==> src/rtl/comparador_serial_der_izq.sv <==
// Serial magnitude comparator, LSB first (right to left).
// Walks the bit pairs of A and B one per cycle; because every more
// significant difference overrides earlier decisions, the final working
// state equals the MSB-first comparison result.
//   estado: 01 = A==B, 10 = A>B, 11 = A<B, 00 = no result yet.
module comparador_serial_der_izq #(
  parameter int N = 8
) (
  input  logic         clk,
  input  logic         reset,
  input  logic         start,
  input  logic [N-1:0] A,
  input  logic [N-1:0] B,
  output logic         busy,
  output logic         done,
  output logic [1:0]   estado,
  output logic         Zout
);

  localparam int CW = (N > 1) ? $clog2(N) : 1;
  localparam logic [CW-1:0] LAST = CW'(N - 1);

  localparam logic [1:0] ST_A = 2'b01;  // equal so far
  localparam logic [1:0] ST_B = 2'b10;  // A greater
  localparam logic [1:0] ST_C = 2'b11;  // A smaller

  typedef enum logic [1:0] {IDLE, LOAD, SHIFT, DONE} state_t;

  state_t         state;
  logic [N-1:0]   sh_a;
  logic [N-1:0]   sh_b;
  logic [CW-1:0]  cnt;
  logic [1:0]     work;

  // One comparator cell: a differing bit pair decides, equal bits keep the
  // decision taken by the less significant bits.
  function automatic logic [1:0] cell_next(input logic [1:0] cur,
                                           input logic       ai,
                                           input logic       bi);
    if (ai && !bi)      return ST_B;
    else if (!ai && bi) return ST_C;
    else                return cur;
  endfunction

  // Control FSM with registered outputs; the result is published on the
  // edge that leaves DONE so that estado and done change together.
  always_ff @(posedge clk or posedge reset) begin
    if (reset) begin
      state  <= IDLE;
      sh_a   <= '0;
      sh_b   <= '0;
      cnt    <= '0;
      work   <= 2'b00;
      busy   <= 1'b0;
      done   <= 1'b0;
      estado <= 2'b00;
      Zout   <= 1'b0;
    end else begin
      done <= 1'b0;
      case (state)
        IDLE: begin
          if (start) begin
            sh_a  <= A;
            sh_b  <= B;
            cnt   <= '0;
            busy  <= 1'b1;
            state <= LOAD;
          end
        end
        LOAD: begin
          work  <= ST_A;
          state <= SHIFT;
        end
        SHIFT: begin
          work <= cell_next(work, sh_a[0], sh_b[0]);
          sh_a <= sh_a >> 1;
          sh_b <= sh_b >> 1;
          // Stop on the last bit instead of letting the counter wrap.
          if (cnt == LAST) begin
            busy  <= 1'b0;
            state <= DONE;
          end else begin
            cnt <= cnt + CW'(1);
          end
        end
        DONE: begin
          estado <= work;
          Zout   <= (work == ST_B);
          done   <= 1'b1;
          state  <= IDLE;
        end
        default: state <= IDLE;
      endcase
    end
  end

endmodule

==> config.mk <==
export PLATFORM = sky130hd
export DESIGN_NAME = comparador_serial_der_izq
export DESIGN_NICKNAME = d
export VERILOG_FILES = /design/src/rtl/comparador_serial_der_izq.sv
export SDC_FILE = /design/constraint.sdc
export NUM_CORES = 1
export LEC_CHECK = 0
export BUFFER_PORTS_ARGS = -buffer_cell sky130_fd_sc_hd__clkbuf_2
export CAP_MARGIN = 20
export CORE_MARGIN = 4
export CORE_UTILIZATION = 35
export CTS_BUF_LIST = sky130_fd_sc_hd__clkbuf_2 sky130_fd_sc_hd__clkbuf_4 sky130_fd_sc_hd__clkbuf_8
export DETAILED_ROUTE_END_ITERATION = 10
export PLACE_DENSITY = 0.51
export REMOVE_ABC_BUFFERS = 1
export SLEW_MARGIN = 0
export SYNTH_ARGS = -nofsm -noshare
export SYNTH_HDL_FRONTEND = slang
export SYNTH_SLANG_ARGS = --single-unit
==> constraint.sdc <==
create_clock -name clk -period 2.47 [get_ports clk]
set_input_delay 0.3705 -clock clk [delete_from_list [all_inputs] [get_ports clk]]
set_output_delay 0.3705 -clock clk [all_outputs]
set_load 0.005 [all_outputs]
Yosys cells after proc, flatten, opt, wreduce, memory -nomap -nowiden
Cells that the tools add are included.
{"block": "word_totals", "reg_bits": 28, "output_inout_bits": 5, "word_cells": 48, "input_bits": 19}
{"block": "op_classes", "mux": 17, "add_sub_neg": 1, "n_eq_ne": 9, "reduce_logical": 12}
{"cell": "$pmux 8 s2", "count": 2}
{"cell": "$mux 8", "count": 2}
{"cell": "$mux 2", "count": 4}
{"cell": "$pmux 2 s4", "count": 1}
{"cell": "$eq 2x2->1 const B", "count": 3}
{"cell": "$mux 3", "count": 2}
{"cell": "$ne 2x2->1 const B", "count": 3}
{"cell": "$pmux 3 s2", "count": 1}
{"cell": "$reduce_and 2->1", "count": 3}
{"cell": "$reduce_and 3->1", "count": 2}
{"cell": "$pmux 2 s2", "count": 1}
{"cell": "$reduce_bool 2->1", "count": 2}
{"cell": "$add 3x1->3 const B", "count": 1}
{"cell": "$eq 3x3->1 const B", "count": 1}
{"cell": "$mux 1", "count": 3}
{"cell": "$ne 3x3->1 const B", "count": 1}
{"cell": "$eq 2x1->1 const B", "count": 1}
{"cell": "$logic_and 1x1->1", "count": 2}
{"cell": "$logic_not 1->1", "count": 2}
{"cell": "$logic_not 2->1", "count": 1}
{"cell": "$pmux 1 s2", "count": 1}

Depth between registers and ports, before layout
Gate-level depths: netlist of run 1.
{"block": "logic_depth", "ltp_word": 5, "mapped_depth": 7, "mapped_depth_nobuf": 5}

Least setup slack after synthesis of run 1
OpenSTA, ideal clock, no wires.
{"block": "synth_timing", "kind": "register to register", "startpoint": "register state[0]", "endpoint": "register state[1]", "path_slack_ns": 1.028, "arrival_ns": 1.317, "stages_incl_launch_ff": 6, "setup_ns": 0.125, "period_less_slack_ns": 1.442, "required_time_ns": 2.345, "n_path_buf": 0, "cell_sequence": "dfrtp_1 inv_1 ha_1 nor2b_2 a21oi_1 mux2_2"}
{"block": "synth_via", "elab_chain_cells": 3, "elab_cells_between_ends": 8, "cone_classes": "5 x eq/ne; 1 x mux; 2 x reduce/logical"}
{"element": "start, declared", "line": "29", "source": "state_t state;"}
{"element": "start signal, assigned", "line": "49", "source": "state <= IDLE;"}
{"element": "start signal, assigned", "line": "67", "source": "state <= LOAD;"}
{"element": "start signal, assigned", "line": "72", "source": "state <= SHIFT;"}
{"element": "$eq 2x2->1 / $logic_not 2->1 (equally long branches)", "line": "60", "source": "case (state)"}
{"element": "$ne 2x2->1 (no source line)"}
{"element": "$reduce_and 2->1 (no source line)"}
Several ways; a longest one is shown, not always the timed one.
A chain may end at the register's enable or synchronous reset.

Worst setup path after layout of run 1
{"block": "layout_timing", "startpoint": "register state[0]", "endpoint": "register work[0]"}
{"block": "layout_via", "elab_chain_cells": 3, "elab_cells_between_ends": 6, "cone_classes": "3 x eq/ne; 1 x mux; 2 x reduce/logical"}
{"element": "$eq 2x2->1 / $eq 2x1->1 (equally long branches)", "line": "60"}
{"element": "$ne 3x3->1 (no source line) / $reduce_bool 2->1 (equally long branches)"}
{"element": "$reduce_and 2->1 (no source line)"}
{"element": "end signal, assigned", "line": "75", "source": "work <= cell_next(work, sh_a[0], sh_b[0]);"}
{"element": "end, declared", "line": "33", "source": "logic [1:0] work;"}
Several ways; a longest one is shown, not always the timed one.

==> out/qor.txt, run 1 <==
Gpl congestion = 0.701
Pin count of the biggest net entering global routing = 33
Clk slew on worst S/H paths = 90 ps
CTS tree = done
DRT Wirelength = 2400 um
Register area share after synthesis = 48.3%
Core area = 0.00400 mm^2
Worst R2R Start = state[0]$_DFFE_PP0P_
Yosys top cell area share = 48.3%
Hold Crit Class = primary input to async pin
Clk sinks = 28
N_diodes = 0
Die Wd = 72.4 um
Root buf cell = clkbuf_8
Reg2reg end = work[0]$_DFFE_PP0P_
Least-Margin Pin Slew = 374 ps
Syn Std Cell Area = 0.00145 mm^2
Rel. slew slack = 75.0%
Final Util = 41.1%
Vias in the first global route = 1,002
Endpoints failing hold = 0
Via density = 4.76
Clk buf depth = 2
Fill cell count = 395
Post-Syn Instances = 128
Top post-synthesis cells by area = dfrtp_1 48%, mux2i_1 9.7%, o21ai_2 8.5%
I/O Buffers = 23
I/O pins = 24
Crit path DAT = 1910 ps
H-tree depth = 1
# resized after CTS = 0
Peak supply drop = 0.000525 V
Final setup margin = 727 ps
Commonest cells in the netlist = 28 x dfrtp_1, 21 x nand2_1, 14 x mux2i_1, 14 x o21ai_2
RSZ-0062 raised after global routing = false
Synth Flop Type = dfrtp_1
Ys async rst share = 100%
Routed Antenna Nets = 0
Status = finished, final reports clean
# Post-CTS Setup Buffers = 0
PD cells = 1280 mW/mm^2
Leakage Power = 0.000785 uW
#FFs+latches synth = 28
Synthesis-to-finish area growth = 13.4%
Clk_lat worst skew = 270 ps
WS Path Type = register to register
CP Launch Type = register
R2r worst-path depth = 6
Post-synth EDFFs = 0
Netlist cell types = 23
Global Route Usage Sum = 10.4%
Dpl ws = 728 ps
Slew Viols, Final = 0
Setup-failing EPs final = 0
Nets = 180
Layout cell share with drive strength beyond 1 = 33.6%
Crit end category = register
Fin crit share = 70.6%
Die Area = 0.00524 mm^2
Worst hold slack = 128 ps
Worst endpoint required time = 2630 ps
GRT Residual Overflow = 0
Post-route cell area = 0.00164 mm^2
Global-route wire length before repair = 4310 um
# rows = 23
Worst Path Max Fanout = 16
Avg Cell Area, Syn = 11.3 um^2
Initial antenna violation count = 0
1st-pass router iterations = 4
Top achievable clock speed = 574 MHz
Total CTS buffers = 3
Layout Skew = 4.06 ps
Setup slack, reg-to-reg = 730 ps
Maxcap violations = 0
Final HPWL DP = 1760 um
Setup TNS = 0 ps
Routed WL per cell = 11.9 um
Yosys warnings = 0
DRC = 0
Hold_buf cts = 0
Cell taking the most area after synthesis = dfrtp_1
Starting Density = 36.3%
Die Height = 72.4 um
Post-layout min period = 1740 ps
Vias = 961
Area after DPL = 0.00159 mm^2
Top-count cell post-synth = dfrtp_1
DRT iter0 DRCs = 40
cell families (layout without fill, tap and decap cells):
logic type | count (synthesis) | after routing | share of synthesized area (%)
AO/OA/AOI/OAI | 32 | 32 | 16.2
flip-flops | 28 | 28 | 48.3
AND/OR/NAND/NOR | 28 | 28 | 8.72
multiplexers | 18 | 18 | 13.5
buffers and inverters | 14 | 38 | 6.30
adder cells (fa/ha/maj) | 8 | 8 | 6.90
routing by layer:
layer / vias up / GRT usage [%] / wire length [um]
met1: 451 / 12.8 / 1120
li1: 489 / - / -
met4: 0 / 4.30 / 40
met5: - / 0 / 0
met3: 4 / 2.91 / 123
met2: 17 / 17.0 / 1120
state kept, by name, summed over array words and instances, names as in the netlist:
name,cells
cnt,3
work,2
busy,1
estado,2
state,2
done,1
Zout,1
sh_b,8
sh_a,8
layout make-up:
cell class | count | area (um^2) | area share [%]
flip-flops and latches | 28 | 701 | 42.6
multi-input cells | 86 | 658 | 40.0
repair buffers | 26 | 138 | 8.37
well taps | 50 | 62.6 | 3.81
clock buffers | 4 | 55.1 | 3.35
inverters | 8 | 30.0 | 1.83
cells in the final DEF (no fill, tap or decap), types with 3 or more instances in the layout:
cell type	n
inv_1	7
nand2_1	21
a22o_1	3
dfrtp_1	28
clkbuf_2	23
o21ai_0	8
mux2i_1	14
buf_4	3
ha_1	8
o21ai_2	14
clkbuf_8	4
mux2_2	3
per-stage QoR:
stage,cells,power (uW)
floorplan,122,1620
global placement,198,1820
detailed placement,198,1860
CTS,202,2150
global route,202,2310
finish,202,2110
report_power, final:
group	switching, uW	internal (uW)	leakage [uW]
Combinational	549	476	0.000413
Sequential	125	675	0.000342
Clock	140	143	0.0000288
Total	814	1290	0.000785
worst max-delay path: stages, from the launching register on:
cell	delay, ps
dfrtp_1	420
inv_1	110
ha_1	370
buf_4	350
inv_2	100
o22ai_1	180
o31ai_1	90
how the worst max path moves through the flow:
stage	slack [ps]	from	to
2_1_floorplan	320	state[0]$_DFFE_PP0P_	sh_a[7]$_DFFE_PP0P_
3_3_place_gp	800	state[0]$_DFFE_PP0P_	work[0]$_DFFE_PP0P_
3_5_place_dp	730	state[0]$_DFFE_PP0P_	work[0]$_DFFE_PP0P_
4_1_cts	700	state[0]$_DFFE_PP0P_	work[0]$_DFFE_PP0P_
5_1_grt	630	state[0]$_DFFE_PP0P_	work[0]$_DFFE_PP0P_
6_report	730	state[0]$_DFFE_PP0P_	work[0]$_DFFE_PP0P_
(Power assumes the default switching activity.)
==> inputs of run 2 (changes only) <==
Clock period 2.47 ns to 1.81 ns, I/O delays scaled along.
==> run 2 against run 1 <==
Compared with the run above:
- sequential share of layout area decreased by 0.83 points
- final cell count grew 0.50%
- non-clock buffer count grew 1
- power grew 42%
- register-to-register slack worse by 520 ps
- combinational power grew 48%
- worst setup slack worse by 520 ps
- maximum frequency increased by 8.7%
- clock power rose by 34%
- clock skew up 3.2 ps
- largest power group unchanged
==> out/qor.txt, run 2 (same netlist as run 1, synthesis figures left out) <==
Layout Skew = 7.26 ps (was 4.06 ps)
Root buf cell = clkbuf_8 (unchanged)
DRC = 0 (unchanged)
Die Area = 0.00524 mm^2 (unchanged)
Clk_lat worst skew = 270 ps (about the same)
Fin crit share = 88.6% (was 70.6%)
PD cells = 1790 mW/mm^2 (was 1280 mW/mm^2)
Hold Crit Class = primary input to async pin (unchanged)
Vias in the first global route = 1,025 (was 1,002)
Setup TNS = 0 ps (unchanged)
RSZ-0062 raised after global routing = false (unchanged)
Commonest non-fill, non-tap cell in the layout = dfrtp_1 (unchanged)
Largest registers = sh_a: 8 flops, sh_b: 8 flops, cnt: 3 flops (unchanged)
Crit path DAT = 1760 ps (was 1910 ps)
Gpl congestion = 0.748 (was 0.701)
I/O pins = 24 (unchanged)
Die Height = 72.4 um (unchanged)
# resized after CTS = 0 (unchanged)
WS Path Type = register to register (unchanged)
Final HPWL DP = 1890 um (was 1760 um)
Setup-failing EPs final = 0 (unchanged)
Worst endpoint required time = 1970 ps (was 2630 ps)
Via density = 4.70 (was 4.76)
Clk slew on worst S/H paths = 100 ps (was 90 ps)
Slew Viols, Final = 0 (unchanged)
DRT Wirelength = 2500 um (was 2400 um)
Clk sinks = 28 (unchanged)
Core area = 0.00400 mm^2 (unchanged)
Top achievable clock speed = 624 MHz (was 574 MHz)
DRT iter0 DRCs = 39 (was 40)
# Post-CTS Setup Buffers = 0 (unchanged)
Most frequent cells in the layout = 28 x dfrtp_1, 23 x clkbuf_2, 21 x nand2_1 (unchanged)
R2r worst-path depth = 5 (was 6)
Worst Path Max Fanout = 7 (was 16)
GRT Residual Overflow = 0 (unchanged)
Peak supply drop = 0.000509 V (was 0.000525 V)
Total CTS buffers = 3 (unchanged)
I/O Buffers = 23 (unchanged)
Reg2reg end = state[1]$_DFFE_PP0P_ (was work[0]$_DFFE_PP0P_)
Least-Margin Pin Slew = 355 ps (was 374 ps)
Global-route wire length before repair = 4480 um (was 4310 um)
Global Route Usage Sum = 10.7% (was 10.4%)
Starting Density = 36.3% (unchanged)
Status = finished, final reports clean (unchanged)
CTS tree = done (unchanged)
Pin count of the biggest net entering global routing = 33 (unchanged)
Endpoints failing hold = 0 (unchanged)
Clk buf depth = 2 (unchanged)
Synthesis-to-finish area growth = 15.6% (was 13.4%)
Setup slack, reg-to-reg = 210 ps (was 730 ps)
Total power = 3000 uW (was 2110 uW)
1st-pass router iterations = 2 (was 4)
H-tree depth = 1 (unchanged)
Maxcap violations = 0 (unchanged)
Post-layout min period = 1600 ps (was 1740 ps)
Hold_buf cts = 0 (unchanged)
Rel. slew slack = 76.3% (was 75.0%)
Dpl ws = 255 ps (was 728 ps)
Nets = 181 (was 180)
Routed WL per cell = 12.3 um (was 11.9 um)
Crit end category = register (unchanged)
CP Launch Type = register (unchanged)
Leakage Power = 0.000799 uW (was 0.000785 uW)
Routed Antenna Nets = 0 (unchanged)
N_diodes = 0 (unchanged)
Worst R2R Start = cnt[0]$_DFFE_PP0P_ (was state[0]$_DFFE_PP0P_)
Vias = 955 (was 961)
Layout cell share with drive strength beyond 1 = 34.0% (was 33.6%)
Initial antenna violation count = 0 (unchanged)
Die Wd = 72.4 um (unchanged)
# rows = 23 (unchanged)
Final setup margin = 206 ps (was 727 ps)
==> run 2: cell type report <==
cell class | count | area (um^2)
clock buffer | 4 | 55.1
fill | 395 | 2320
inverter | 8 | 30.0
multi-input combinational | 86 | 658
sequential | 28 | 701
tap | 50 | 62.6
timing repair buffer | 27 | 170
==> run 2: worst max-delay path by stage <==
stage / from / endpoint / slack (ps) / depth (start not counted)
3_3_place_gp: state[0]$_DFFE_PP0P_ / cnt[1]$_DFFE_PP0P_ / 290 / 5
5_1_grt: cnt[0]$_DFFE_PP0P_ / state[1]$_DFFE_PP0P_ / 90 / 5
3_5_place_dp: cnt[0]$_DFFE_PP0P_ / state[1]$_DFFE_PP0P_ / 260 / 5
2_1_floorplan: state[0]$_DFFE_PP0P_ / sh_a[7]$_DFFE_PP0P_ / -340 / 4
6_report: cnt[0]$_DFFE_PP0P_ / state[1]$_DFFE_PP0P_ / 210 / 5
4_1_cts: cnt[0]$_DFFE_PP0P_ / state[1]$_DFFE_PP0P_ / 220 / 5
==> run 2: stage by stage <==
step / std cells / instance area [um^2] / hold WS [ps] / util (%)
3_5_place_dp: 199 / 1620 / 347 / 40.5
3_3_place_gp: 199 / 1620 / 339 / 40.5
2_1_floorplan: 122 / 1390 / 337 / -
6_report: 203 / 1680 / 30.8 / 41.9
4_1_cts: 203 / 1680 / 41.6 / 41.9
5_1_grt: 203 / 1680 / 68.5 / 41.9
==> run 2: worst max-delay path: stages (launching register included) <==
cell     delay [ps]
dfrtp_1         410
ha_1            170
ha_1            260
inv_1            80
a21oi_1         210
mux2_2          360
==> run 2: routing by layer <==
| layer | vias to the layer above | wire [um] | GRT usage (%) |
|---|---|---|---|
| li1 | 494 | - | - |
| met4 | 0 | 17 | 3.07 |
| met2 | 15 | 1240 | 18.4 |
| met1 | 444 | 1140 | 13.4 |
| met5 | - | 0 | 0 |
| met3 | 2 | 104 | 2.63 |
==> run 2: power breakdown <==
| part | switching, uW | leakage (uW) | internal [uW] |
|---|---|---|---|
| clock network | 186 | 0.0000288 | 194 |
| logic | 784 | 0.000427 | 738 |
| registers | 177 | 0.000342 | 921 |
| total | 1150 | 0.000799 | 1850 |
